`src/rtl/cou_down_ctrl.sv`:
```
// Loadable, enable-gated down-counter with IDLE/RUN/DONE control and a one-cycle
// terminal-count pulse; optional auto-reload from the last loaded value.
module cou_down_ctrl #(
    parameter int WIDTH       = 4,
    parameter bit AUTO_RELOAD = 1'b0
) (
    input  logic             clock,
    input  logic             rst,
    input  logic             load,
    input  logic [WIDTH-1:0] data_in,
    input  logic             start,
    input  logic             en,
    output logic [WIDTH-1:0] data_out,
    output logic             busy,
    output logic             tc
);

    typedef enum logic [1:0] {
        IDLE,
        RUN,
        DONE
    } state_t;

    localparam logic [WIDTH-1:0] ONE = WIDTH'(1);

    state_t           state;
    state_t           state_next;
    logic [WIDTH-1:0] count_next;
    logic [WIDTH-1:0] reload_reg;
    logic [WIDTH-1:0] reload_next;
    logic             tc_next;

    // Every output is a flop; busy is registered from the next-state decode so it
    // lines up with the state it reports.
    always_ff @(posedge clock) begin
        if (rst) begin
            state      <= IDLE;
            data_out   <= '0;
            reload_reg <= '0;
            busy       <= 1'b0;
            tc         <= 1'b0;
        end else begin
            state      <= state_next;
            data_out   <= count_next;
            reload_reg <= reload_next;
            busy       <= (state_next == RUN);
            tc         <= tc_next;
        end
    end

    always_comb begin
        state_next  = state;
        count_next  = data_out;
        reload_next = reload_reg;
        tc_next     = 1'b0;
        if (load) begin
            count_next  = data_in;
            reload_next = data_in;
            state_next  = IDLE;
        end else begin
            case (state)
                IDLE: begin
                    if (start) begin
                        if (data_out != '0) begin
                            state_next = RUN;
                        end else begin
                            state_next = DONE;
                            tc_next    = 1'b1;
                        end
                    end
                end
                RUN: begin
                    if (en) begin
                        if (data_out > ONE) begin
                            count_next = data_out - ONE;
                        end else if (data_out == ONE) begin
                            count_next = '0;
                            tc_next    = 1'b1;
                            if (!AUTO_RELOAD) begin
                                state_next = DONE;
                            end
                        end else if (AUTO_RELOAD) begin
                            // Count already at zero after a pulse: wrap via the reload value.
                            if (reload_reg != '0) begin
                                count_next = reload_reg;
                            end else begin
                                state_next = DONE;
                            end
                        end
                    end
                end
                DONE: begin
                    count_next = '0;
                    if (start) begin
                        if (reload_reg != '0) begin
                            count_next = reload_reg;
                            state_next = RUN;
                        end else begin
                            tc_next = 1'b1;
                        end
                    end
                end
                default: begin
                    state_next = IDLE;
                    count_next = '0;
                end
            endcase
        end
    end

endmodule
```
`config.mk`:
```
export PLATFORM = sky130hd
export DESIGN_NAME = cou_down_ctrl
export DESIGN_NICKNAME = d
export VERILOG_FILES = /design/src/rtl/cou_down_ctrl.sv
export SDC_FILE = /design/constraint.sdc
export NUM_CORES = 1
export LEC_CHECK = 0
export CORE_UTILIZATION = 50
export DETAILED_ROUTE_END_ITERATION = 10
export PLACE_DENSITY = 0.78
export SYNTH_ARGS = -nofsm -noshare
export SYNTH_HDL_FRONTEND = slang
export SYNTH_SLANG_ARGS = --single-unit
```
`constraint.sdc`:
```
create_clock -name clock -period 2.67 [get_ports clock]
set_input_delay 0.6675 -clock clock [delete_from_list [all_inputs] [get_ports clock]]
set_output_delay 0.6675 -clock clock [all_outputs]
set_load 0.02 [all_outputs]
```
-- Word-level counts from Yosys, hierarchy flattened
Index checks and enable logic that the tools add are counted.
- bits of input ports: 9
- logic and storage cells: 43
- output and inout bits: 6
- bits in registers: 12
- magnitude comparators: 1
- reduce and logical (&&, ||, !) cells: 5
- multiplexer cells: 24
- $add $sub $neg: 1
- eq/ne operators: 7
- operator list (kind ; count):
    4-bit two-way mux ; 6
    2-bit two-way mux ; 8
    4-bit case mux with 3 select lines ; 1
    4-bit nonzero test ; 2
    1-bit two-way mux ; 7
    2-bit case mux with 3 select lines ; 1
    2-bit by 1-bit equality test with 1-bit output, second input constant ; 2
    4-bit by 1-bit equality test with 1-bit output, second input constant ; 1
    4-bit by 1-bit > comparator with 1-bit output, second input constant ; 1
    4-bit inequality test, second input constant ; 1
    4-bit by 1-bit subtractor with 4-bit output, second input constant ; 1
    3-bit inequality test, second input constant ; 1
    1-bit case mux with 3 select lines ; 1
    3-bit AND reduction ; 1
    2-bit equality test, second input constant ; 1
    2-bit zero test ; 1
    2-bit inequality test, second input constant ; 1
    2-bit OR reduction ; 1

-- Longest topological paths before layout
- depth after elaboration: 7
- mapped depth: 7

-- Worst setup path after synthesis
No wires, ideal clock.
- path kind: register -> register
- start: register data_out[1]
- end: register data_out[0]
- slack: 0.910 ns
- period minus slack after synthesis: 1.760 ns
- stages on the path, launching flop included: 7
- arrival time: 1.638 ns
- buffers on the path: 0
- library setup time: 0.122 ns
- cell sequence: dfxtp_1 -> inv_1 -> ha_1 -> nor4b_1 -> o22ai_1 -> and3_4 -> a221o_1
- cells in the longest elaborated chain, start to end: 5
- RTL lines (element ; RTL line ; text):
    start, declared ; 13 ; output logic [WIDTH-1:0] data_out,
    start signal, assigned ; 44 ; data_out <= count_next;
    4-bit by 1-bit > comparator with 1-bit output ; 74 ; if (data_out > ONE) begin
    4-bit two-way mux ; 74 ;
    4-bit two-way mux ; 73 ; if (en) begin
    4-bit case mux with 3 select lines ; 61 ; case (state)
    4-bit two-way mux ; 56 ; if (load) begin
Several ways; a longest one is shown, not always the timed one. The select of a mux whose other input is x is not followed.
A chain may end at the register's enable or synchronous reset.

-- Worst setup path in the final report
- start: register data_out[2]
- end: output data_out[2]
No word-level cell between the ends.

==> flow_summary.yaml <==
global_route:
  grt_util_met2: 0.371
  grt.total_usage: 0.238
  grt_pass1_vias: 603
  grt_start_max_net_pins: 12
  grt.met1_usage: 0.304
  gr-total-overflow: 0
  use_met3: 0.0489
  antenna_found_initial: 0
  grt_busiest_layer: "met2"
  grt_pass1_wl_um: 2530
placed_design:
  dp_hpwl_um: 1260
  routabilityCongestion: 0.779
  port_buffers: 14
  post-place-ws_ns: 0.551
floorplan:
  boundaryPins: 15
  die_area_sq_um: 1670
  rows: 13
  core_sq_um: 1350
  die_x_um: 40.8
  fp.dieH_um: 40.8
  start_util: 0.558
route:
  drtPass1Iterations: 4
  wl_per_cell_um: 13.6
  num_vias: 713
  drtIter0Drc: 15
  drcViolationCount: 0
  wirelength_um: 1640
  antenna_left: 0
  post_drt_via_cell_ratio: 5.89
sta:
  slew_viol_final: 0
  relSlewSlack: 0.692
  hold_viol_final: 0
  finalSetupTns_ns: 0
  timing.hold.ws_ns: 0.508
  min_period_over_period: 0.784
  post-route-min-period_ns: 2.09
  fin_ws_ns: 0.576
  finClkSkew_ns: 0.00544
  rsz0062_at_grt: "no"
  worst_pin_slew_ns: 0.458
  finalSetupViolCount: 0
  timing.fmax_mhz: 478
outcome:
  outcome: "completed"
synthesis:
  synth_edf_count: 0
  ys_ff_latch: 12
  synthDistinctLibCells: 28
  ys_seq_area_frac: 0.319
  ys_async_sr_fraction: 0
  yosys_warnings: 0
  avgSynthCellArea_sq_um: 8.10
  synth_nets: 109
  synth_cells: 93
  synth.cell_area_sq_um: 753
  ys.flop_type: "dfxtp_1"
worst_setup_path:
  crit_path_end_kind: "output port"
  start_kind: "flop"
  crit_chain: "clkdlybuf4s50_1"
  path_delay_family: "buffers and inverters"
  crit_required_ns: 2.00
  cp_max_fo: 9
  crit_type: "flop to output port"
  timing.critical_path.buf_inv: 1
  cpPeakStageDelay_ns: 0.66
  worst_path_max_delay_cell: "clkdlybuf4s50_1"
  arrival_ns: 1.43
layout:
  n_antenna_cell: 0
  drive_gt1_frac: 0.0472
  nets: 123
  layout-area-overhead-vs-synth_pct: 23.3
  final_util: 0.688
pwr:
  switching_share: 0.288
  pwr-share-seq: 0.443
  comb_power_share: 0.223
  pwr-share-clk: 0.334
  p_int_mw: 0.322
  p_sw_mw: 0.130
  peakVddDrop_v: 0.000277
  p_leak_nw: 0.357
  p_per_area_nw_per_um2: 486
cts:
  cts_resized: 0
  cts_root_buf: "clkbuf_4"
  postCtsSetupBuffers: 0
  cts_tree: "built"
  clock-sinks: 12
  postCtsHoldBufs: 0
  htreeDepth: 1
  cts_buffer_depth: 2
  path_clk_slew_ns: 0.08
  cts_buffers: 3
  clk_latency_ns: 0.28
job:
  maxCapViolCount: 0
hold_path:
  min_path_type: "flop to flop"
synthesized netlist by cell type, drive strengths merged (2+ instances only):
master | number | share of area
a21oi | 5 | 0.033
a221o | 5 | 0.066
a32o | 2 | 0.027
clkbuf | 4 | 0.020
dfxtp | 12 | 0.32
ha | 7 | 0.12
inv | 7 | 0.035
nand2 | 7 | 0.035
nand2b | 6 | 0.050
nand3 | 3 | 0.020
nor2 | 8 | 0.040
nor2b | 3 | 0.025
nor3 | 3 | 0.020
o21ai | 5 | 0.033
o22ai | 3 | 0.025
kinds of logic after synthesis:
kind of cell | share of synthesized area
AO/OA/AOI/OAI | 0.226
XOR/XNOR | 0.0116
adder cells (fa/ha/maj) | 0.116
buffers and inverters | 0.0615
flip-flops | 0.319
AND/OR/NAND/NOR | 0.266
metal layers:
layer / part of all wire / up-vias
met5: 0 / -
met4: 0.018 / 0
met3: 0.044 / 4
met2: 0.47 / 23
met1: 0.46 / 327
li1: - / 359
path summary, 6_finish.rpt:
kind	slack [ns]	cells past startpoint	endpoint	from
min reg2reg	0.51	2	reload_reg[1]$_SDFFE_PP0P_	reload_reg[1]$_SDFFE_PP0P_
max reg2reg	0.88	6	data_out[3]$_SDFFE_PP0P_	data_out[1]$_SDFFE_PP0P_
max	0.58	1	data_out[2]	data_out[2]$_SDFFE_PP0P_
min	0.51	2	reload_reg[1]$_SDFFE_PP0P_	reload_reg[1]$_SDFFE_PP0P_
cells in the final DEF, fill, tap and decap left out:
| cell type | count |
|---|---|
| clkdlybuf4s50_1 | 14 |
| dfxtp_1 | 12 |
| nor2_1 | 8 |
| inv_1 | 7 |
| nand2_1 | 7 |
| ha_1 | 7 |
| nand2b_1 | 6 |
| a221o_1 | 5 |
| o21ai_0 | 5 |
| a21oi_1 | 5 |
| o22ai_1 | 3 |
| nor2b_1 | 3 |
| nor3_1 | 3 |
| nand3_1 | 3 |
| clkbuf_4 | 3 |
| a32o_1 | 2 |
| a41oi_1 | 1 |
| nor4_1 | 1 |
| a31oi_1 | 1 |
| nand4bb_1 | 1 |
| a32oi_1 | 1 |
| or3_1 | 1 |
| nand4_1 | 1 |
| nor4b_1 | 1 |
| and3_4 | 1 |
| o31ai_1 | 1 |
| nand3b_1 | 1 |
| xnor2_1 | 1 |
| clkbuf_8 | 1 |
area by class of cell:
cell class	count	area, sq um
clock buffer	4	36.3
fill	110	422
inverter	7	26.3
multi-input combinational	69	467
sequential	12	240
tap	15	18.8
timing repair buffer	14	140
worst register-to-register path, cell delays in order (launching register included):
cell and delay (ns):
dfxtp_1 0.38, inv_1 0.09, ha_1 0.24, nor4b_1 0.26
o22ai_1 0.15, nor3_1 0.38, a221o_1 0.23
power by group through the flow:
stage | clock network, mW | registers [mW] | logic, mW
6_report | 0.151 | 0.200 | 0.101
5_1_grt | 0.160 | 0.201 | 0.112
4_1_cts | 0.153 | 0.199 | 0.101
3_5_place_dp | 0 | 0.204 | 0.0998
3_3_place_gp | 0 | 0.203 | 0.0979
2_1_floorplan | 0 | 0.207 | 0.0610
stage by stage:
stage	power (mW)	instances	instance area (sq um)
after floorplan	0.268	93	753
after global placement	0.301	117	892
after detailed placement	0.303	117	892
after CTS	0.453	121	928
after global routing	0.473	121	928
final	0.452	121	928
Note: power is estimated with default switching activity, not from simulation.
